==> config.mk <==
export PLATFORM = sky130hd
export DESIGN_NAME = ddr3_s4_amphy_phy_alt_mem_phy_pll_phs_ctrl_flat
export DESIGN_NICKNAME = d
export VERILOG_FILES = /design/src/rtl/ddr3_s4_amphy_phy_alt_mem_phy_pll_phs_ctrl_if.sv /design/src/rtl/ddr3_s4_amphy_phy_alt_mem_phy_pll_phs_ctrl.sv /design/src/flat_wrapper.sv
export SDC_FILE = /design/constraint.sdc
export NUM_CORES = 1
export LEC_CHECK = 0
export ABC_AREA = 0
export BUFFER_PORTS_ARGS = -buffer_cell sky130_fd_sc_hd__buf_2
export CAP_MARGIN = 20
export CORE_MARGIN = 5
export CORE_UTILIZATION = 55
export DETAILED_ROUTE_END_ITERATION = 10
export PLACE_DENSITY = 0.86
export SYNTH_ARGS = -nofsm -noshare
export SYNTH_HDL_FRONTEND = slang
export SYNTH_SLANG_ARGS = --single-unit
==> constraint.sdc <==
create_clock -name scan_clk -period 2.4 [get_ports scan_clk]
set_clock_uncertainty 0.05 [all_clocks]
set_input_delay 0.24 -clock scan_clk [delete_from_list [all_inputs] [get_ports scan_clk]]
set_output_delay 0.24 -clock scan_clk [all_outputs]
set_load 0.01 [all_outputs]
==> src/rtl/ddr3_s4_amphy_phy_alt_mem_phy_pll_phs_ctrl_if.sv <==
// Signal bundle between the PHY sequencer/PLL and the PLL dynamic phase-shift controller.
// The controller uses the slave modport; whoever drives requests and models the PLL uses master.
interface ddr3_s4_amphy_phy_alt_mem_phy_pll_phs_ctrl_if #(
    parameter int unsigned STEP_W = 6
);
    logic              req;
    logic [3:0]        req_counter;
    logic              req_updown;
    logic [STEP_W-1:0] req_num_steps;
    logic              pll_locked;
    logic              pll_phasedone;
    logic [3:0]        pll_phasecounterselect;
    logic              pll_phasestep;
    logic              pll_phaseupdown;
    logic              busy;
    logic              ack;
    logic              err;
    logic [STEP_W-1:0] steps_done;

    modport master (
        output req, req_counter, req_updown, req_num_steps, pll_locked, pll_phasedone,
        input  pll_phasecounterselect, pll_phasestep, pll_phaseupdown, busy, ack, err,
               steps_done
    );

    modport slave (
        input  req, req_counter, req_updown, req_num_steps, pll_locked, pll_phasedone,
        output pll_phasecounterselect, pll_phasestep, pll_phaseupdown, busy, ack, err,
               steps_done
    );
endinterface

==> src/rtl/ddr3_s4_amphy_phy_alt_mem_phy_pll_phs_ctrl.sv <==
// PLL dynamic phase-shift controller: steps one PLL counter N times, pacing each step on
// phasedone, with timeout and lock-loss abort. Single scan_clk domain, all outputs registered.
module ddr3_s4_amphy_phy_alt_mem_phy_pll_phs_ctrl #(
    parameter int unsigned STEP_W    = 6,
    parameter int unsigned STEP_HOLD = 2,
    parameter int unsigned TIMEOUT   = 63
) (
    input logic scan_clk,
    input logic reset_scan_clk_n,
    ddr3_s4_amphy_phy_alt_mem_phy_pll_phs_ctrl_if.slave bus
);
    localparam int unsigned HOLD_W = (STEP_HOLD > 1) ? $clog2(STEP_HOLD) : 1;
    localparam int unsigned TO_W   = $clog2(TIMEOUT + 1);
    localparam logic [HOLD_W-1:0] HOLD_LAST = HOLD_W'(STEP_HOLD - 1);
    localparam logic [TO_W-1:0]   TO_LAST   = TO_W'(TIMEOUT - 1);

    typedef enum logic [2:0] {
        StIdle, StSetup, StStep, StWaitLo, StWaitHi, StGap, StDone
    } state_e;

    state_e            state_q;
    logic [STEP_W-1:0] remaining_q;
    logic [HOLD_W-1:0] hold_q;
    logic [TO_W-1:0]   wait_q;
    logic              abort_q;
    logic              lock_lost;

    assign lock_lost = !bus.pll_locked && (state_q != StIdle) && (state_q != StDone);

    always_ff @(posedge scan_clk or negedge reset_scan_clk_n) begin
        if (!reset_scan_clk_n) begin
            state_q                    <= StIdle;
            remaining_q                <= '0;
            hold_q                     <= '0;
            wait_q                     <= '0;
            abort_q                    <= 1'b0;
            bus.pll_phasecounterselect <= '0;
            bus.pll_phasestep          <= 1'b0;
            bus.pll_phaseupdown        <= 1'b0;
            bus.busy                   <= 1'b0;
            bus.ack                    <= 1'b0;
            bus.err                    <= 1'b0;
            bus.steps_done             <= '0;
        end else begin
            bus.ack <= 1'b0;
            bus.err <= 1'b0;
            case (state_q)
                StIdle: begin
                    if (bus.req && bus.pll_locked) begin
                        bus.pll_phasecounterselect <= bus.req_counter;
                        bus.pll_phaseupdown        <= bus.req_updown;
                        remaining_q                <= bus.req_num_steps;
                        bus.steps_done             <= '0;
                        bus.busy                   <= 1'b1;
                        abort_q                    <= 1'b0;
                        state_q                    <= StSetup;
                    end
                end
                StSetup: begin
                    if (remaining_q == '0) begin
                        state_q <= StDone;
                    end else begin
                        bus.pll_phasestep <= 1'b1;
                        hold_q            <= '0;
                        state_q           <= StStep;
                    end
                end
                StStep: begin
                    if (hold_q == HOLD_LAST) begin
                        bus.pll_phasestep <= 1'b0;
                        wait_q            <= '0;
                        state_q           <= StWaitLo;
                    end else begin
                        hold_q <= hold_q + 1'b1;
                    end
                end
                // wait_q counts every cycle spent in WAIT_LO and WAIT_HI together
                StWaitLo: begin
                    if (wait_q == TO_LAST) begin
                        abort_q <= 1'b1;
                        state_q <= StDone;
                    end else begin
                        wait_q <= wait_q + 1'b1;
                        if (!bus.pll_phasedone) state_q <= StWaitHi;
                    end
                end
                StWaitHi: begin
                    if (bus.pll_phasedone) begin
                        if (bus.steps_done != '1) bus.steps_done <= bus.steps_done + 1'b1;
                        remaining_q <= remaining_q - 1'b1;
                        state_q     <= StGap;
                    end else if (wait_q == TO_LAST) begin
                        abort_q <= 1'b1;
                        state_q <= StDone;
                    end else begin
                        wait_q <= wait_q + 1'b1;
                    end
                end
                StGap: begin
                    if (remaining_q != '0) begin
                        bus.pll_phasestep <= 1'b1;
                        hold_q            <= '0;
                        state_q           <= StStep;
                    end else begin
                        state_q <= StDone;
                    end
                end
                StDone: begin
                    bus.ack  <= 1'b1;
                    bus.err  <= abort_q;
                    bus.busy <= 1'b0;
                    state_q  <= StIdle;
                end
                default: state_q <= StIdle;
            endcase

            // Lock loss overrides whatever the state decided this cycle
            if (lock_lost) begin
                bus.pll_phasestep <= 1'b0;
                abort_q           <= 1'b1;
                state_q           <= StDone;
            end
        end
    end
endmodule

==> src/flat_wrapper.sv <==
// flat-port wrapper written by rule: the top's interface ports become plain ports
module ddr3_s4_amphy_phy_alt_mem_phy_pll_phs_ctrl_flat 
#(
    parameter int unsigned STEP_W    = 6,
    parameter int unsigned STEP_HOLD = 2,
    parameter int unsigned TIMEOUT   = 63
)
  (scan_clk, reset_scan_clk_n, bus_req, bus_req_counter, bus_req_updown, bus_req_num_steps, bus_pll_locked, bus_pll_phasedone, bus_pll_phasecounterselect, bus_pll_phasestep, bus_pll_phaseupdown, bus_busy, bus_ack, bus_err, bus_steps_done);
  ddr3_s4_amphy_phy_alt_mem_phy_pll_phs_ctrl_if #(.STEP_W(STEP_W)) bus_i ();
  input logic scan_clk;
  input logic reset_scan_clk_n;
  input wire logic [$bits(bus_i.req)-1:0] bus_req;
  input wire logic [$bits(bus_i.req_counter)-1:0] bus_req_counter;
  input wire logic [$bits(bus_i.req_updown)-1:0] bus_req_updown;
  input wire logic [$bits(bus_i.req_num_steps)-1:0] bus_req_num_steps;
  input wire logic [$bits(bus_i.pll_locked)-1:0] bus_pll_locked;
  input wire logic [$bits(bus_i.pll_phasedone)-1:0] bus_pll_phasedone;
  output wire logic [$bits(bus_i.pll_phasecounterselect)-1:0] bus_pll_phasecounterselect;
  output wire logic [$bits(bus_i.pll_phasestep)-1:0] bus_pll_phasestep;
  output wire logic [$bits(bus_i.pll_phaseupdown)-1:0] bus_pll_phaseupdown;
  output wire logic [$bits(bus_i.busy)-1:0] bus_busy;
  output wire logic [$bits(bus_i.ack)-1:0] bus_ack;
  output wire logic [$bits(bus_i.err)-1:0] bus_err;
  output wire logic [$bits(bus_i.steps_done)-1:0] bus_steps_done;
  assign bus_i.req = bus_req;
  assign bus_i.req_counter = bus_req_counter;
  assign bus_i.req_updown = bus_req_updown;
  assign bus_i.req_num_steps = bus_req_num_steps;
  assign bus_i.pll_locked = bus_pll_locked;
  assign bus_i.pll_phasedone = bus_pll_phasedone;
  assign bus_pll_phasecounterselect = bus_i.pll_phasecounterselect;
  assign bus_pll_phasestep = bus_i.pll_phasestep;
  assign bus_pll_phaseupdown = bus_i.pll_phaseupdown;
  assign bus_busy = bus_i.busy;
  assign bus_ack = bus_i.ack;
  assign bus_err = bus_i.err;
  assign bus_steps_done = bus_i.steps_done;
  ddr3_s4_amphy_phy_alt_mem_phy_pll_phs_ctrl #(.STEP_W(STEP_W), .STEP_HOLD(STEP_HOLD), .TIMEOUT(TIMEOUT)) u_core (.scan_clk(scan_clk), .reset_scan_clk_n(reset_scan_clk_n), .bus(bus_i));
endmodule
==> metrics.txt, run 1 <==
DR pass1 iterations 4; Post-Syn Area 1860 sq um; Tcrit/Tclk final roughly four fifths; fmax 514 MHz; largest net degree at the start of global routing 33; io pins 31; row cnt 21; area grow syn2layout 14.3%; Mean Syn Cell Area about 9.1 sq um; Reg2Reg Setup Slack approximately 0.45 ns; Hold Path Class primary input to flop; library cells used by synthesis 53; Clock Sinks 32; met1 GRT Util approximately a quarter; commonest non-fill, non-tap cell in the layout dfrtp_1; leading area contributor after synthesis dfrtp_1; first-pass GRT wire length ~7000 microns; port bufs 30; startpoint types flop; die area 4640 sq um; number of global-route vias before repair roughly 1600; GRT busiest layer met2; Syn Nets ~220; RSZ-0062 raised after global routing false; Setup CP Type flop to flop; largest fanout on the critical path 21; WL/cell roughly 14 microns; die width ~68 microns; postcts setup bufs 0; CP Data Required Time approximately 2.6 ns; Leak 0.980 nW; detailed router's first-iteration violation count 130; Worst path slowest cell or4_4; drt drc 0; Final Hold Vio Count 0; synthesized flop and latch total 32; Post-Syn Instances slightly above 200; max_cap viols 0; Clock Tree Buf Depth 2; reg2reg start u_core.state_q[2]$_DFFE_PN0P_; vias per cell a little under 6; PwrDens around 1200 nW/um^2; Initial Util between 50% and 60%; initial antenna violation count 0; grt ovf 0; filler cell count roughly 290; GR Layer Usage met2 30.6%; area post-placement just over 2000 sq um; CTS tree done; top_reg_cell synth dfrtp_1; Final Setup Violations 0; Ant. Diodes 0; fraction of layout cells with a size suffix above 1 a little under a quarter; met3 Track Usage GR 5.75%; final antenna-violating net count 0; Final #Nets 257; top post-synthesis cells by area dfrtp_1 43%, o21ai_0 4.3%, nor2_1 3.8%, mux2_2 3.6%, ha_1 3.4%; critical path, cell by cell nor2b_1 > or4_4 > or4_1 > a21boi_1; core area 3310 sq um; CP startpoint u_core.state_q[2]$_DFFE_PN0P_; GPL Wtd Cong between 0.8 and 0.9; Tmin final a little under 2 ns; most frequent cells in the layout 32 x dfrtp_1, 30 x buf_2, 19 x nor2_1; Slew HR 53.1%; FF-to-FF path depth 4; Yosys top cell area share a little over two fifths; clock slew at reported path FFs around 0.1 ns; worst-skew pair later-pin latency roughly 0.34 ns; Setup crit end u_core.bus.steps_done[5]$_DFFE_PN0P_; placed insts approximately 270; DRT Wirelength 3940 microns; Placement Setup Slack about 0.47 ns; number of flops mapped to enable cells by yosys 0; Worst-Margin Slew roughly 0.70 ns; die height 68.1 microns; root buf cell clkbuf_4; Max VDD drop 0.000718 V; WHS 0.0817 ns; outcome completed; YS warnings 0; Min-Delay Startpoint bus_req_counter[3]; setup TNS 0 ns; vias between 1500 and 2000; Slew Limit Fails 0; final std cells w/o fill 283; DP HPWL 2840 microns; H-tree Lvls 2; CTS buffer count 5; worst setup margin approximately 0.45 ns; Post-synth ARST share 100%; Hold-fix buffers, CTS 1; Gates resized, CTS repair 0; crit path capture type flop; design area 2120 sq um; GRT Total Usage a little under 20%; Critical R2R Capture u_core.bus.steps_done[5]$_DFFE_PN0P_; CP max stage delay ~0.54 ns; post-synthesis sequential area ratio a little over two fifths; Worst EP arrival 2.17 ns
## registers in the layout, summed over array words and instances (netlist names)
register                           cells
u_core.bus.steps_done                  6
u_core.remaining_q                     6
u_core.wait_q                          6
u_core.bus.pll_phasecounterselect      4
u_core.state_q                         3
u_core.abort_q                         1
u_core.bus.ack                         1
u_core.bus.busy                        1
u_core.bus.err                         1
u_core.bus.pll_phasestep               1
u_core.bus.pll_phaseupdown             1
u_core.hold_q                          1
## cell usage after synthesis, types with 3 or more instances
cell type  count
dfrtp_1       32
nor2_1        19
nand2_1       16
o21ai_0       16
a21oi_1       11
inv_1         11
nand3_1       11
clkbuf_1       7
mux2_2         6
ha_1           5
nand2b_1       5
o31ai_1        4
nor3_1         3
or4_1          3
## power breakdown
group	switching, mW	internal (mW)
Combinational	0.683	0.514
Clock	0.187	0.143
Sequential	0.195	0.757
Total	1.06	1.41
## worst max-delay path, delay by kind of cell, from the launching register on
family | cells | cell delay, ns
compound gates | 1 | 0.15
flops | 1 | 0.44
simple gates | 3 | 1.24
## per-stage QoR
stage	power [mW]	util, %
3_5_place_dp	2.15	61.9
3_3_place_gp	2.11	61.9
6_report	2.48	64.1
4_1_cts	2.49	64.1
5_1_grt	2.71	64.1
2_1_floorplan	1.81	-
## cells by family after synthesis
| family | count (synthesis) | share of synthesized area, % |
|---|---|---|
| fa+ha+maj | 5 | 3.37 |
| compound gates | 59 | 21.2 |
| xor+xnor | 1 | 0.472 |
| buf+inv | 22 | 5.46 |
| flops | 32 | 43.1 |
| mux | 7 | 4.18 |
| simple gates | 77 | 22.2 |
## worst min-delay path by stage
| stage | cells after the start | to |
|---|---|---|
| 2_1_floorplan | 0 | u_core.abort_q$_DFFE_PN0P_ |
| 6_report | 2 | u_core.bus.pll_phasecounterselect[3]$_DFFE_PN0P_ |
| 4_1_cts | 2 | u_core.bus.pll_phaseupdown$_DFFE_PN0P_ |
| 3_5_place_dp | 1 | u_core.bus.pll_phasecounterselect[3]$_DFFE_PN0P_ |
| 3_3_place_gp | 1 | u_core.bus.pll_phasecounterselect[3]$_DFFE_PN0P_ |
| 5_1_grt | 2 | u_core.bus.pll_phasecounterselect[3]$_DFFE_PN0P_ |
## area by class of cell
class,instances,area (sq um),area share [%]
Multi-Input combinational cell,149,955,45.0
Sequential cell,32,801,37.7
Timing Repair Buffer,37,205,9.67
Tap cell,46,57.6,2.71
Clock buffer,7,55.1,2.59
Inverter,11,41.3,1.95
Clock inverter,1,7.51,0.354
## per-layer routing
metal  vias to the layer above  wire length, microns
li1                        805                     -
met2                        54                  1790
met1                       781                  1860
met4                         0                    62
met5                         -                     0
met3                         8                   231
Note: power is estimated with default switching activity, not from simulation.
==> run 2, diff against run 1 <==
--- a/config.mk
+++ b/config.mk
@@ -9,9 +9,9 @@
 export BUFFER_PORTS_ARGS = -buffer_cell sky130_fd_sc_hd__buf_2
 export CAP_MARGIN = 20
 export CORE_MARGIN = 5
-export CORE_UTILIZATION = 55
+export CORE_UTILIZATION = 50
 export DETAILED_ROUTE_END_ITERATION = 10
-export PLACE_DENSITY = 0.86
+export PLACE_DENSITY = 0.83
 export SYNTH_ARGS = -nofsm -noshare
 export SYNTH_HDL_FRONTEND = slang
 export SYNTH_SLANG_ARGS = --single-unit
==> constraint.sdc (replaced) <==
create_clock -name scan_clk -period 1.7 [get_ports scan_clk]
set_clock_uncertainty 0.05 [all_clocks]
set_input_delay 0.17 -clock scan_clk [delete_from_list [all_inputs] [get_ports scan_clk]]
set_output_delay 0.17 -clock scan_clk [all_outputs]
set_load 0.01 [all_outputs]
==> metrics.txt, run 2 (synthesized netlist as in run 1, its figures left out) <==
outcome finished with violations (was completed); failing checks setup timing; final antenna-violating net count 0 (unchanged); max_cap viols 0 (unchanged); row cnt 22 (was 21); DRT Wirelength 4400 microns (was 3940 microns); Leak 1.11 nW (was 0.980 nW); grt ovf 0 (unchanged); Worst EP arrival 1.93 ns (was 2.17 ns); CP Data Required Time 1.87 ns (was 2.62 ns); initial antenna violation count 0 (unchanged); Initial Util 51.1% (was 56.1%); Worst path slowest cell or4_4 (unchanged); worst-skew pair later-pin latency 0.28 ns (was 0.34 ns); postcts setup bufs 0 (unchanged); die area 5030 sq um (was 4640 sq um); PwrDens 1720 nW/um^2 (was 1170 nW/um^2); GRT Total Usage 18.9% (was 19.8%); top flop regs u_core.bus.steps_done (6), u_core.remaining_q (6), u_core.wait_q (6) (unchanged); Ant. Diodes 0 (unchanged); startpoint types flop (unchanged); GPL Wtd Cong 0.875 (was 0.839); Reg2Reg Setup Slack -0.07 ns (was 0.45 ns); DP HPWL 3190 microns (was 2840 microns); number of global-route vias before repair 1658 (was 1554); CTS tree done (unchanged); setup TNS -0.122 ns (was 0 ns); die height 70.9 microns (was 68.1 microns); final std cells w/o fill 300 (was 283); placed insts 291 (was 274); Clock Tree Buf Depth 2 (unchanged); fraction of layout cells with a size suffix above 1 33.7% (was 23.6%); area grow syn2layout 27.7% (was 14.3%); H-tree Lvls 2 (unchanged); largest net degree at the start of global routing 33 (unchanged); port bufs 30 (unchanged); Setup CP Type flop to flop (unchanged); CP most frequent cell or4_4; Max VDD drop 0.00107 V (was 0.000718 V); Worst-Margin Slew 0.706 ns (was 0.703 ns); Final Setup Violations 4 (was 0); DR pass1 iterations 4 (unchanged); Slew Limit Fails 0 (unchanged); Tcrit/Tclk final 104% (was 81.1%); fmax 566 MHz (was 514 MHz); reg2reg start u_core.state_q[2]$_DFFE_PN0P_ (unchanged); core area 3630 sq um (was 3310 sq um); design area 2370 sq um (was 2120 sq um); Hold Path Class primary input to flop (unchanged); Final Hold Vio Count 0 (unchanged); Clock Sinks 32 (unchanged); WL/cell 14.7 microns (was 13.9 microns); area post-placement 2190 sq um (was 2050 sq um); Placement Setup Slack -0.0588 ns (was 0.465 ns); drt drc 0 (unchanged); vias 1711 (was 1648); FF-to-FF path depth 4 (unchanged); CTS buffer count 5 (unchanged); critical path, cell by cell nor2b_4 > or4_4 > or4_4 > a21boi_2 (was nor2b_1 > or4_4 > or4_1 > a21boi_1); crit path buf inv count 0 (unchanged); vias per cell 5.70 (was 5.82); root buf cell clkbuf_8 (was clkbuf_4); Tmin final 1.77 ns (was 1.95 ns); io pins 31 (unchanged); most frequent cells in the layout 32 x dfrtp_1, 30 x buf_2, 21 x buf_4 (was 32 x dfrtp_1, 30 x buf_2, 19 x nor2_1); crit path capture type flop (unchanged); cell depth of the worst setup path 4 (unchanged); CP max stage delay 0.50 ns (was 0.54 ns); clock slew at reported path FFs 0.07 ns (was 0.10 ns); largest fanout on the critical path 7 (was 21); Final #Nets 272 (was 257); first-pass GRT wire length 7490 microns (was 6860 microns); Critical R2R Capture u_core.bus.steps_done[5]$_DFFE_PN0P_ (unchanged); Setup crit end u_core.bus.steps_done[5]$_DFFE_PN0P_ (unchanged); commonest non-fill, non-tap cell in the layout dfrtp_1 (unchanged); worst setup margin -0.0656 ns (was 0.454 ns); Slew HR 52.9% (was 53.1%); die width 70.9 microns (was 68.1 microns); CP top delay family simple AND/OR/NAND/NOR gates (unchanged); CP startpoint u_core.state_q[2]$_DFFE_PN0P_ (unchanged); detailed router's first-iteration violation count 124 (was 130); RSZ-0062 raised after global routing true (was false)
[run 2: routing by layer]
metal	global-route usage (%)	up-vias	wire (microns)
met2	29.9	39	2150
met4	9.81	0	74
met3	4.55	7	180
li1	-	838	-
met5	0	-	0
met1	24.0	827	2000
[run 2: power by group]
group | switching, mW | total (mW) | leakage (nW) | internal [mW]
sequential | 0.243 | 1.31 | 0.405 | 1.07
clock | 0.274 | 0.708 | 0.0552 | 0.434
combinational | 1.13 | 2.05 | 0.648 | 0.919
[run 2: worst min-delay path by stage]
stage,from,cells past startpoint,end,slack (ns)
detailed placement,reset_scan_clk_n,1,u_core.remaining_q[3]$_DFFE_PN0P_,0.21
floorplan,reset_scan_clk_n,0,u_core.abort_q$_DFFE_PN0P_,-0.18
global placement,reset_scan_clk_n,1,u_core.remaining_q[3]$_DFFE_PN0P_,0.21
finish,bus_req_counter[1],2,u_core.bus.pll_phasecounterselect[1]$_DFFE_PN0P_,0.07
CTS,bus_req_counter[1],2,u_core.bus.pll_phasecounterselect[1]$_DFFE_PN0P_,0.06
global route,bus_req_counter[3],2,u_core.bus.pll_phasecounterselect[3]$_DFFE_PN0P_,0.06
[run 2: cell type report]
class	instances	area, sq um
Inverter	11	41.3
Multi-Input combinational cell	149	1040
Timing Repair Buffer	52	318
Tap cell	48	60.1
Fill cell	310	1260
Clock inverter	2	35.0
Clock buffer	6	72.6
Sequential cell	32	801
[run 2: repair_timing]
item | 4_1_cts | 5_1_grt
endpoints found under the hold margin | 32 | 0
hold buffers | 1 | 0
setup endpoints to repair | 9 | 17
gates resized for setup | 5 | 11
pin swaps | 0 | 2
[run 2: metrics by stage]
stage / util (%) / hold WS (ns) / power [mW]
2_1_floorplan: - / -0.176 / 2.58
3_3_place_gp: 60.2 / 0.207 / 3.17
3_5_place_dp: 60.2 / 0.211 / 3.25
4_1_cts: 64.2 / 0.0617 / 4.01
5_1_grt: 65.3 / 0.0593 / 4.39
6_report: 65.3 / 0.0657 / 4.07
==> run 3, diff against run 2 <==
--- a/config.mk
+++ b/config.mk
@@ -11,7 +11,9 @@
 export CORE_MARGIN = 5
 export CORE_UTILIZATION = 50
 export DETAILED_ROUTE_END_ITERATION = 10
+export GPL_ROUTABILITY_DRIVEN = 0
 export PLACE_DENSITY = 0.83
+export RECOVER_POWER = 25
 export SYNTH_ARGS = -nofsm -noshare
 export SYNTH_HDL_FRONTEND = slang
 export SYNTH_SLANG_ARGS = --single-unit
==> metrics.txt, run 3 (synthesized netlist as in run 1, its figures left out) <==
vias per cell 5.70 (about the same); Tcrit/Tclk final 104% (about the same); Leak 1.07 nW (was 1.11 nW); PwrDens 1710 nW/um^2 (was 1720 nW/um^2); crit path buf inv count 0 (unchanged); CP top delay family simple AND/OR/NAND/NOR gates (unchanged); die width 70.9 microns (unchanged); setup TNS -0.122 ns (about the same); port bufs 30 (unchanged); area of the multi-input gates 1040 sq um (unchanged); WHS 0.0653 ns (was 0.0657 ns); vias 1709 (was 1711); Clock Power Share 17.5% (was 17.4%); CTS buffer count 5 (unchanged); Final Setup Violations 4 (unchanged); Clock Tree Buf Depth 2 (unchanged); largest net degree at the start of global routing 33 (unchanged); number of global-route vias before repair 1658 (unchanged); detailed router's first-iteration violation count 102 (was 124); Ant. Diodes 0 (unchanged); outcome finished with violations (unchanged); Final Hold Vio Count 0 (unchanged); top flop regs u_core.bus.steps_done (6), u_core.remaining_q (6), u_core.wait_q (6) (unchanged); final antenna-violating net count 0 (unchanged); Switch Pwr 1.64 mW (about the same); WL/cell 14.7 microns (about the same); Max VDD drop 0.00107 V (about the same); GRT Total Usage 18.9% (unchanged); Hold Path Class primary input to flop (unchanged); grt ovf 0 (unchanged); core area 3630 sq um (unchanged); switching share of power 40.7% (was 40.4%); Worst path slowest cell or4_4 (unchanged); Initial Util 51.1% (unchanged); FF-to-FF path depth 4 (unchanged); max_cap viols 0 (unchanged); Final #Nets 272 (unchanged); CTS tree done (unchanged); first-pass GRT wire length 7490 microns (unchanged); initial antenna violation count 0 (unchanged); Internal Power 2.40 mW (was 2.43 mW); worst setup margin -0.0657 ns (was -0.0656 ns); DP HPWL 3190 microns (unchanged); cell depth of the worst setup path 4 (unchanged); final std cells w/o fill 300 (unchanged); commonest non-fill, non-tap cell in the layout dfrtp_1 (unchanged); Worst-Margin Slew 0.786 ns (was 0.706 ns); row cnt 22 (unchanged); Setup CP Type flop to flop (unchanged); critical path, cell by cell nor2b_4 > or4_4 > or4_4 > a21boi_2 (unchanged); Slew HR 47.6% (was 52.9%); Clock Sinks 32 (unchanged); DR pass1 iterations 5 (was 4); worst-skew pair later-pin latency 0.28 ns (about the same); CP max stage delay 0.50 ns (about the same); CP Data Required Time 1.87 ns (about the same); Tmin final 1.77 ns (about the same); failing checks setup timing (unchanged); RSZ-0062 raised after global routing true (unchanged); DRT Wirelength 4410 microns (was 4400 microns); most frequent cells in the layout 32 x dfrtp_1, 21 x buf_4, 19 x nor2_1, 19 x buf_2, 16 x o21ai_0 (was 32 x dfrtp_1, 30 x buf_2, 21 x buf_4); root buf cell clkbuf_8 (unchanged); area grow syn2layout 27.0% (was 27.7%); largest fanout on the critical path 7 (unchanged); Worst EP arrival 1.94 ns (was 1.93 ns); Slew Limit Fails 0 (unchanged); placed insts 291 (unchanged); fraction of layout cells with a size suffix above 1 29.8% (was 33.7%); FF/Latch Area 801 sq um (unchanged); post-route core utilization 64.9% (was 65.3%); drt drc 0 (unchanged); Comb pwr share 49.9% (was 50.3%); fmax 566 MHz (about the same); startpoint types flop (unchanged); H-tree Lvls 2 (unchanged); crit path capture type flop (unchanged); die area 5030 sq um (unchanged); CP most frequent cell or4_4 (unchanged); Flop pwr share 32.6% (was 32.3%); clock slew at reported path FFs 0.07 ns (about the same); filler cell count 317 (was 310); Hold Crit Depth 2 (unchanged); io pins 31 (unchanged); die height 70.9 microns (unchanged)
## run 3: changes by cell type in the layout (fill, tap and decap cells not counted)
cell,delta
buf_2,-11
clkbuf_2,+1
clkbuf_1,+10
## run 3: path summary, 6_finish.rpt
check | slack, ns | start | to
min reg2reg | 0.44 | u_core.remaining_q[4]$_DFFE_PN0P_ | u_core.remaining_q[4]$_DFFE_PN0P_
min in group asynchronous | 0.45 | reset_scan_clk_n | u_core.bus.steps_done[1]$_DFFE_PN0P_
max reg2reg | -0.07 | u_core.state_q[2]$_DFFE_PN0P_ | u_core.bus.steps_done[5]$_DFFE_PN0P_
max | -0.07 | u_core.state_q[2]$_DFFE_PN0P_ | u_core.bus.steps_done[5]$_DFFE_PN0P_
min | 0.07 | bus_req_counter[1] | u_core.bus.pll_phasecounterselect[1]$_DFFE_PN0P_
max in group asynchronous | 0.64 | reset_scan_clk_n | u_core.wait_q[5]$_DFFE_PN0P_
## run 3: layer usage
| metal | global-route usage, % | up-vias | wire, microns |
|---|---|---|---|
| met3 | 4.55 | 7 | 181 |
| met4 | 9.81 | 0 | 75 |
| li1 | - | 838 | - |
| met1 | 24.0 | 825 | 2000 |
| met2 | 29.9 | 39 | 2150 |
| met5 | 0 | - | 0 |
## run 3: final cells by class
cell class | instances | area share (%)
Clock buffer | 6 | 3.08
Clock inverter | 2 | 1.49
Inverter | 11 | 1.75
Multi-Input combinational cell | 149 | 44.2
Sequential cell | 32 | 34.0
Tap cell | 48 | 2.55
Timing Repair Buffer | 52 | 12.9
## run 3: per-stage QoR
step / setup WS, ns / total power, mW / instance area [sq um]
floorplan: -0.117 / 2.58 / 1880
global placement: -0.00204 / 3.17 / 2190
detailed placement: -0.0588 / 3.25 / 2190
CTS: -0.0808 / 4.01 / 2330
global route: -0.126 / 4.37 / 2360
finish: -0.0657 / 4.04 / 2360
## run 3: power groups by stage
| stage | registers (mW) | logic, mW | clock network, mW |
|---|---|---|---|
| floorplan | 1.35 | 1.23 | 0 |
| global placement | 1.30 | 1.88 | 0 |
| detailed placement | 1.31 | 1.93 | 0 |
| CTS | 1.31 | 1.97 | 0.728 |
| global route | 1.37 | 2.24 | 0.766 |
| finish | 1.32 | 2.02 | 0.709 |
## run 3: what timing repair did
item	4_1_cts	5_1_grt
hold buffers	1	0
setup endpoints to repair	9	17
buffers inserted	0	0
hold endpoints to repair	32	0
resized for setup	5	11
pin swaps	0	2
